--- config.mk ---
export PLATFORM = sky130hd
export DESIGN_NAME = fifo_8to16_flat
export DESIGN_NICKNAME = d
export VERILOG_FILES = /design/src/rtl/fifo_8to16_pkg.sv /design/src/rtl/fifo_8to16_if.sv /design/src/rtl/fifo_8to16_pack.sv /design/src/rtl/fifo_8to16.sv /design/src/flat_wrapper.sv
export SDC_FILE = /design/constraint.sdc
export NUM_CORES = 1
export LEC_CHECK = 0
export CAP_MARGIN = 40
export CORE_ASPECT_RATIO = 1.2
export CORE_MARGIN = 2
export CORE_UTILIZATION = 59
export CTS_CLUSTER_SIZE = 8
export DETAILED_ROUTE_END_ITERATION = 16
export PLACE_DENSITY = 0.87
export SETUP_SLACK_MARGIN = 0.4
export SLEW_MARGIN = 20
export SYNTH_ARGS = -nofsm -noshare
export SYNTH_HDL_FRONTEND = slang
export SYNTH_SLANG_ARGS = --single-unit
--- constraint.sdc ---
create_clock -name clk -period 4.1 [get_ports clk]
set_clock_uncertainty 0.05 [all_clocks]
set_input_delay 1.025 -clock clk [delete_from_list [all_inputs] [get_ports clk]]
set_output_delay 1.025 -clock clk [all_outputs]
set_load 0.02 [all_outputs]
--- src/rtl/fifo_8to16_pkg.sv ---
// Shared widths, depth default and helpers for the byte/word FIFO family
// (fifo_8to16 and fifo16to8).
package fifo_8to16_pkg;

    localparam int BYTE_W        = 8;
    localparam int WORD_W        = 16;
    localparam int DEFAULT_DEPTH = 16;

    // Byte-pairing register state: nothing held, or a lone low byte held.
    typedef enum logic {
        PK_IDLE = 1'b0,
        PK_HELD = 1'b1
    } pack_state_t;

    // First byte of a pair lands in the low half, second in the high half.
    function automatic logic [WORD_W-1:0] pack_word(input logic [BYTE_W-1:0] hi,
                                                    input logic [BYTE_W-1:0] lo);
        return {hi, lo};
    endfunction

endpackage

--- src/rtl/fifo_8to16_if.sv ---
// Byte-in / word-out handshake bundle of fifo_8to16.
interface fifo_8to16_if
    import fifo_8to16_pkg::*;
#(
    parameter int DEPTH = DEFAULT_DEPTH
);

    localparam int CNT_W = $clog2(DEPTH) + 1;

    logic              write_en;
    logic [BYTE_W-1:0] data_in;
    logic              flush;
    logic              read_en;
    logic [WORD_W-1:0] data_out;
    logic              rd_valid;
    logic              empty;
    logic              full;
    logic              partial;
    logic [CNT_W-1:0]  word_count;

    // Producer/consumer side driving the FIFO.
    modport master (
        output write_en, data_in, flush, read_en,
        input  data_out, rd_valid, empty, full, partial, word_count
    );

    // The FIFO itself.
    modport slave (
        input  write_en, data_in, flush, read_en,
        output data_out, rd_valid, empty, full, partial, word_count
    );

endinterface

--- src/rtl/fifo_8to16_pack.sv ---
// Byte-pairing holding register: collects a low byte, then emits a 16-bit
// word plus a one-cycle commit strobe on the second byte or on a flush.
module fifo_8to16_pack
    import fifo_8to16_pkg::*;
(
    input  logic              clk,
    input  logic              rst,
    input  logic              write_en_i,
    input  logic [BYTE_W-1:0] data_i,
    input  logic              flush_i,
    input  logic              full_i,
    output logic [WORD_W-1:0] word_o,
    output logic              commit_o,
    output logic              partial_o
);

    pack_state_t       state_q, state_d;
    logic [BYTE_W-1:0] held_q, held_d;
    logic              wr_acc;
    logic              fl_acc;

    // A write while full is dropped; a flush only acts on a held byte and
    // loses to a write in the same cycle.
    assign wr_acc = write_en_i & ~full_i;
    assign fl_acc = flush_i & ~write_en_i & ~full_i & (state_q == PK_HELD);

    // Next-state, held byte and commit decode.
    always_comb begin
        state_d  = state_q;
        held_d   = held_q;
        commit_o = 1'b0;
        word_o   = pack_word(data_i, held_q);
        case (state_q)
            PK_IDLE: begin
                if (wr_acc) begin
                    held_d  = data_i;
                    state_d = PK_HELD;
                end
            end
            PK_HELD: begin
                if (wr_acc) begin
                    commit_o = 1'b1;
                    state_d  = PK_IDLE;
                end else if (fl_acc) begin
                    commit_o = 1'b1;
                    word_o   = pack_word('0, held_q);
                    state_d  = PK_IDLE;
                end
            end
            default: state_d = PK_IDLE;
        endcase
    end

    // State and held byte registers.
    always_ff @(posedge clk or posedge rst) begin
        if (rst) begin
            state_q <= PK_IDLE;
            held_q  <= '0;
        end else begin
            state_q <= state_d;
            held_q  <= held_d;
        end
    end

    assign partial_o = (state_q == PK_HELD);

endmodule

--- src/rtl/fifo_8to16.sv ---
// Byte-to-word FIFO: pairs incoming bytes into 16-bit words (first byte low),
// stores DEPTH committed words and returns them through a registered port.
// DEPTH must be a power of two (>= 2) so the pointers wrap on their own.
module fifo_8to16
    import fifo_8to16_pkg::*;
#(
    parameter int DEPTH = DEFAULT_DEPTH
) (
    input  logic          clk,
    input  logic          rst,
    fifo_8to16_if.slave   bus
);

    localparam int PTR_W = $clog2(DEPTH);
    localparam int CNT_W = PTR_W + 1;

    logic [WORD_W-1:0] mem [DEPTH];

    logic [PTR_W-1:0]  wr_ptr_q, wr_ptr_d;
    logic [PTR_W-1:0]  rd_ptr_q, rd_ptr_d;
    logic [CNT_W-1:0]  count_q, count_d;
    logic [WORD_W-1:0] dout_q, dout_d;
    logic              vld_q, vld_d;

    logic              full;
    logic              empty;
    logic              rd_acc;
    logic              commit;
    logic [WORD_W-1:0] commit_word;
    logic              partial;

    // Gating always looks at the count before the edge, so a same-cycle
    // read cannot make room for a write and a same-cycle commit cannot
    // satisfy a read.
    assign full   = (count_q == CNT_W'(DEPTH));
    assign empty  = (count_q == '0);
    assign rd_acc = bus.read_en & ~empty;

    fifo_8to16_pack u_pack (
        .clk        (clk),
        .rst        (rst),
        .write_en_i (bus.write_en),
        .data_i     (bus.data_in),
        .flush_i    (bus.flush),
        .full_i     (full),
        .word_o     (commit_word),
        .commit_o   (commit),
        .partial_o  (partial)
    );

    // Word storage; contents survive reset, only pointers are cleared.
    always_ff @(posedge clk) begin
        if (commit) begin
            mem[wr_ptr_q] <= commit_word;
        end
    end

    // Pointer, occupancy and read-port next state.
    always_comb begin
        wr_ptr_d = wr_ptr_q;
        rd_ptr_d = rd_ptr_q;
        count_d  = count_q;
        dout_d   = dout_q;
        vld_d    = rd_acc;
        if (commit) begin
            wr_ptr_d = wr_ptr_q + PTR_W'(1);
        end
        if (rd_acc) begin
            rd_ptr_d = rd_ptr_q + PTR_W'(1);
            dout_d   = mem[rd_ptr_q];
        end
        case ({commit, rd_acc})
            2'b10:   count_d = count_q + CNT_W'(1);
            2'b01:   count_d = count_q - CNT_W'(1);
            default: count_d = count_q;
        endcase
    end

    // Control and read-port registers.
    always_ff @(posedge clk or posedge rst) begin
        if (rst) begin
            wr_ptr_q <= '0;
            rd_ptr_q <= '0;
            count_q  <= '0;
            dout_q   <= '0;
            vld_q    <= 1'b0;
        end else begin
            wr_ptr_q <= wr_ptr_d;
            rd_ptr_q <= rd_ptr_d;
            count_q  <= count_d;
            dout_q   <= dout_d;
            vld_q    <= vld_d;
        end
    end

    assign bus.data_out   = dout_q;
    assign bus.rd_valid   = vld_q;
    assign bus.empty      = empty;
    assign bus.full       = full;
    assign bus.partial    = partial;
    assign bus.word_count = count_q;

endmodule

--- src/flat_wrapper.sv ---
// flat-port wrapper written by rule: the top's interface ports become plain ports
module fifo_8to16_flat import fifo_8to16_pkg::*;
#(
    parameter int DEPTH = DEFAULT_DEPTH
)
  (clk, rst, bus_write_en, bus_data_in, bus_flush, bus_read_en, bus_data_out, bus_rd_valid, bus_empty, bus_full, bus_partial, bus_word_count);
  fifo_8to16_if #(.DEPTH(DEPTH)) bus_i ();
  input  logic clk;
  input  logic rst;
  input wire logic [$bits(bus_i.write_en)-1:0] bus_write_en;
  input wire logic [$bits(bus_i.data_in)-1:0] bus_data_in;
  input wire logic [$bits(bus_i.flush)-1:0] bus_flush;
  input wire logic [$bits(bus_i.read_en)-1:0] bus_read_en;
  output wire logic [$bits(bus_i.data_out)-1:0] bus_data_out;
  output wire logic [$bits(bus_i.rd_valid)-1:0] bus_rd_valid;
  output wire logic [$bits(bus_i.empty)-1:0] bus_empty;
  output wire logic [$bits(bus_i.full)-1:0] bus_full;
  output wire logic [$bits(bus_i.partial)-1:0] bus_partial;
  output wire logic [$bits(bus_i.word_count)-1:0] bus_word_count;
  assign bus_i.write_en = bus_write_en;
  assign bus_i.data_in = bus_data_in;
  assign bus_i.flush = bus_flush;
  assign bus_i.read_en = bus_read_en;
  assign bus_data_out = bus_i.data_out;
  assign bus_rd_valid = bus_i.rd_valid;
  assign bus_empty = bus_i.empty;
  assign bus_full = bus_i.full;
  assign bus_partial = bus_i.partial;
  assign bus_word_count = bus_i.word_count;
  fifo_8to16 #(.DEPTH(DEPTH)) u_core (.clk(clk), .rst(rst), .bus(bus_i));
endmodule
==> impl_results.md <==
* Peak Freq at 295.0 MHz
* Vias at 6046
* Yosys top cell by area: edfxtp_1
* Die Area at 20620 sq um
* Pleak at 4.688 nW
* Setup TNS at 0 ns
* Die width at 131.4 um
* Syn Nets at 571
* Pwr Density at roughly 770 nW/um^2
* CP bufs+invs at 2
* Async set-reset flop share out of synthesis at 13.22%
* Rows at 55
* Drt pass-1 iters at 5
* Cell with the most instances after synthesis: edfxtp_1
* WS Path Type: flop to output port
* Clk Latency, worst-skew pair at slightly above 0.5 ns
* DRC errors left at 0
* Die Ht at around 160 um
* Clk buf depth at 3
* IO Count at 38
* Routed Antenna Nets at 0
* # Max-Cap Violations at 0
* Post-cts repair resize count at 0
* RSZ-0062 raised after global routing: false
* H-tree depth at 2
* Slowest cell delay on critical path at 0.63 ns
* Multi-input logic area at 2666 sq um
* Critical path's slowest cell: clkdlybuf4s50_1
* Vias in the first global route at ~6500
* CTS Buf Count at 42
* Tightest Pin Transition at ~0.86 ns
* Largest net degree at the start of global routing at 45
* Mean area per synthesized cell at 20.98 sq um
* Reg area at 8668 sq um
* Port Buffers at 37
* Startpoint types: flop
* Hold Vio Cnt, Final at 0
* Placement Cell Area at 12310 sq um
* Final min period at 3.390 ns
* Final Routed Wirelength at 26810 um
* Distinct cells, synth at 36
* Highest routed layer: met4
* Layout area overhead at 18.49%
* M1 wire length at 9845 um
* Critical Path RT at 3.02 ns
* # nets final at approximately 660
* Hold-fix buffers, CTS at 0
* First-pass GRT wire length at a little over 40000 um
* Metal3 WL at 2256 um
* Synth top area share at 66.88%
* Arr. time, crit path at 2.31 ns
* Hold path start: u_core.bus.data_out[12]
* Clock slew at reported path FFs at 0.05 ns
* Fraction of layout cells with a size suffix above 1 at 24.03%
* Synth top cells by count: edfxtp_1, mux4_2, dfrtp_1
* Via density at 6.529
* Final setup fails at 0
* Dpl hpwl at 14160 um
* Slew Limit Fails at 0
* Layout fillers at ~1100
* Ys flop type: edfxtp_1
* Grt ovf at 0
* Top cells by area, synth: edfxtp_1, mux4_2, dfrtp_1, mux2i_1, a21o_1
* DR iter-0 viols at ~730
* Met2 routed WL at 13430 um
* Post-layout instance area at 13620 sq um
* Wire per inst at 28.95 um
* Total power at 0.01055 W
* Setup crit start: u_core.bus.word_count[0]
* Post-Syn Area at 11490 sq um
* CP Max Fanout at 6
* Post-CTS setup repair buffer count at 0
* Post-synth EDFFs at 256
* Max_slew headroom at ~43%
* Initial Util at approximately 61%
* Crit. End Element: output port
* RePlAce Congestion at 0.8537
* Yosys reg bits at 295
* Critical path, cell by cell: nor4_1, nand2_1, inv_1, clkdlybuf4s50_1
* VDD IR max at 0.0005341 V
* CTS tree: built
* CTS Sinks at 295
* Fin crit share at just over 80%
* Gr usage total at 27.18%
* Outcome: finished clean
* Worst flop-to-flop path startpoint: u_core.bus.word_count[0]
* Mapped Cells at 548
* Hold crit path type: flop to flop
* Critical path's top delay family: buffers and inverters
* Initial antenna violation count at 0
* YS warnings at 0
* Register area share after synthesis at 75.37%
* Core footprint at between 15000 and 20000 sq um
* ANT cells at 0
* CTS root buffer: clkbuf_16
==> metal layers <==
metal	global-route usage, %	up-vias
met5	0	-
met4	12.68	0
met3	6.345	86
met2	45.80	383
met1	34.03	3141
li1	-	2436
==> layout by cell type (no fill, tap or decap), drive strengths merged <==
cell type      netlist  layout
o21ai                5       5
nand2               14      14
a211oi              15      15
nor4                 2       2
and3b                1       1
buf                 18      35
inv                  6       5
mux2i               16      16
edfxtp             256     256
nor3                 1       1
nand2b               1       1
and2                 8       8
clkinv               0       1
nor2                 3       3
nor3b                5       5
xor2                 1       1
nor2b                9       9
and4                 4       4
clkdlybuf4s50        0      37
ha                   9       9
or2                  1       1
clkbuf              11      79
a21oi                4       4
mux2                 9       9
mux4                65      65
fa                   1       1
dfrtp               39      39
nand4                2       2
o22ai               15      15
a21o                17      17
xnor2                9       9
or4                  1       1
==> registers in the layout (all words and copies together), names as in the netlist <==
register / flops
u_core.u_pack.held_q: 8
u_core.bus.rd_valid: 1
u_core.rd_ptr_q: 4
u_core.bus.data_out: 16
u_core.u_pack.partial_o: 1
u_core.mem: 256
u_core.bus.word_count: 5
u_core.wr_ptr_q: 4
==> stage by stage <==
step	util, %	hold WS (ns)	instances	setup slack, ns
floorplan	-	0.5194	548	0.8881
global placement	64.49	0.4088	837	0.6825
detailed placement	64.82	0.4173	841	0.5869
CTS	71.40	0.4275	919	0.7153
global route	71.71	0.4395	926	0.5464
finish	71.71	0.4227	926	0.7100
==> report_power, final <==
group,total [W],leakage (nW),internal (W),switching [W]
sequential,0.00448,2.78,0.00395,0.000524
combinational,0.00286,1.32,0.00139,0.00148
clock,0.00322,0.594,0.00203,0.00119
==> layout make-up <==
cell class,count,area share [%]
well taps,256,2.352
flip-flops and latches,295,63.64
multi-input cells,218,19.58
clock buffers,78,9.177
repair buffers,73,5.089
inverters,6,0.1653
==> logic make-up (layout without fill, tap and decap cells) <==
logic type | Yosys count | in the layout | synth area share, %
AO/OA/AOI/OAI | 56 | 56 | 3.331
buffers and inverters | 35 | 157 | 1.611
multiplexers | 90 | 90 | 15.11
adder cells (fa/ha/maj) | 10 | 10 | 1.154
AND/OR/NAND/NOR | 52 | 52 | 2.667
XOR/XNOR | 10 | 10 | 0.7620
flip-flops | 295 | 295 | 75.37
==> path summary, 6_finish.rpt <==
| kind | endpoint | slack (ns) | depth (start not counted) |
|---|---|---|---|
| setup / recovery | bus_full | 0.71 | 4 |
| hold / removal | u_core.bus.data_out[12] | 0.42 | 1 |
| setup reg to reg | u_core.bus.word_count[4] | 1.09 | 9 |
| hold reg to reg | u_core.bus.data_out[12] | 0.42 | 1 |
| max in group asynchronous | u_core.bus.data_out[14] | 2.48 | 3 |
| min in group asynchronous | u_core.u_pack.partial_o | 0.80 | 2 |
No activity file was read; power rests on OpenSTA's default activity.
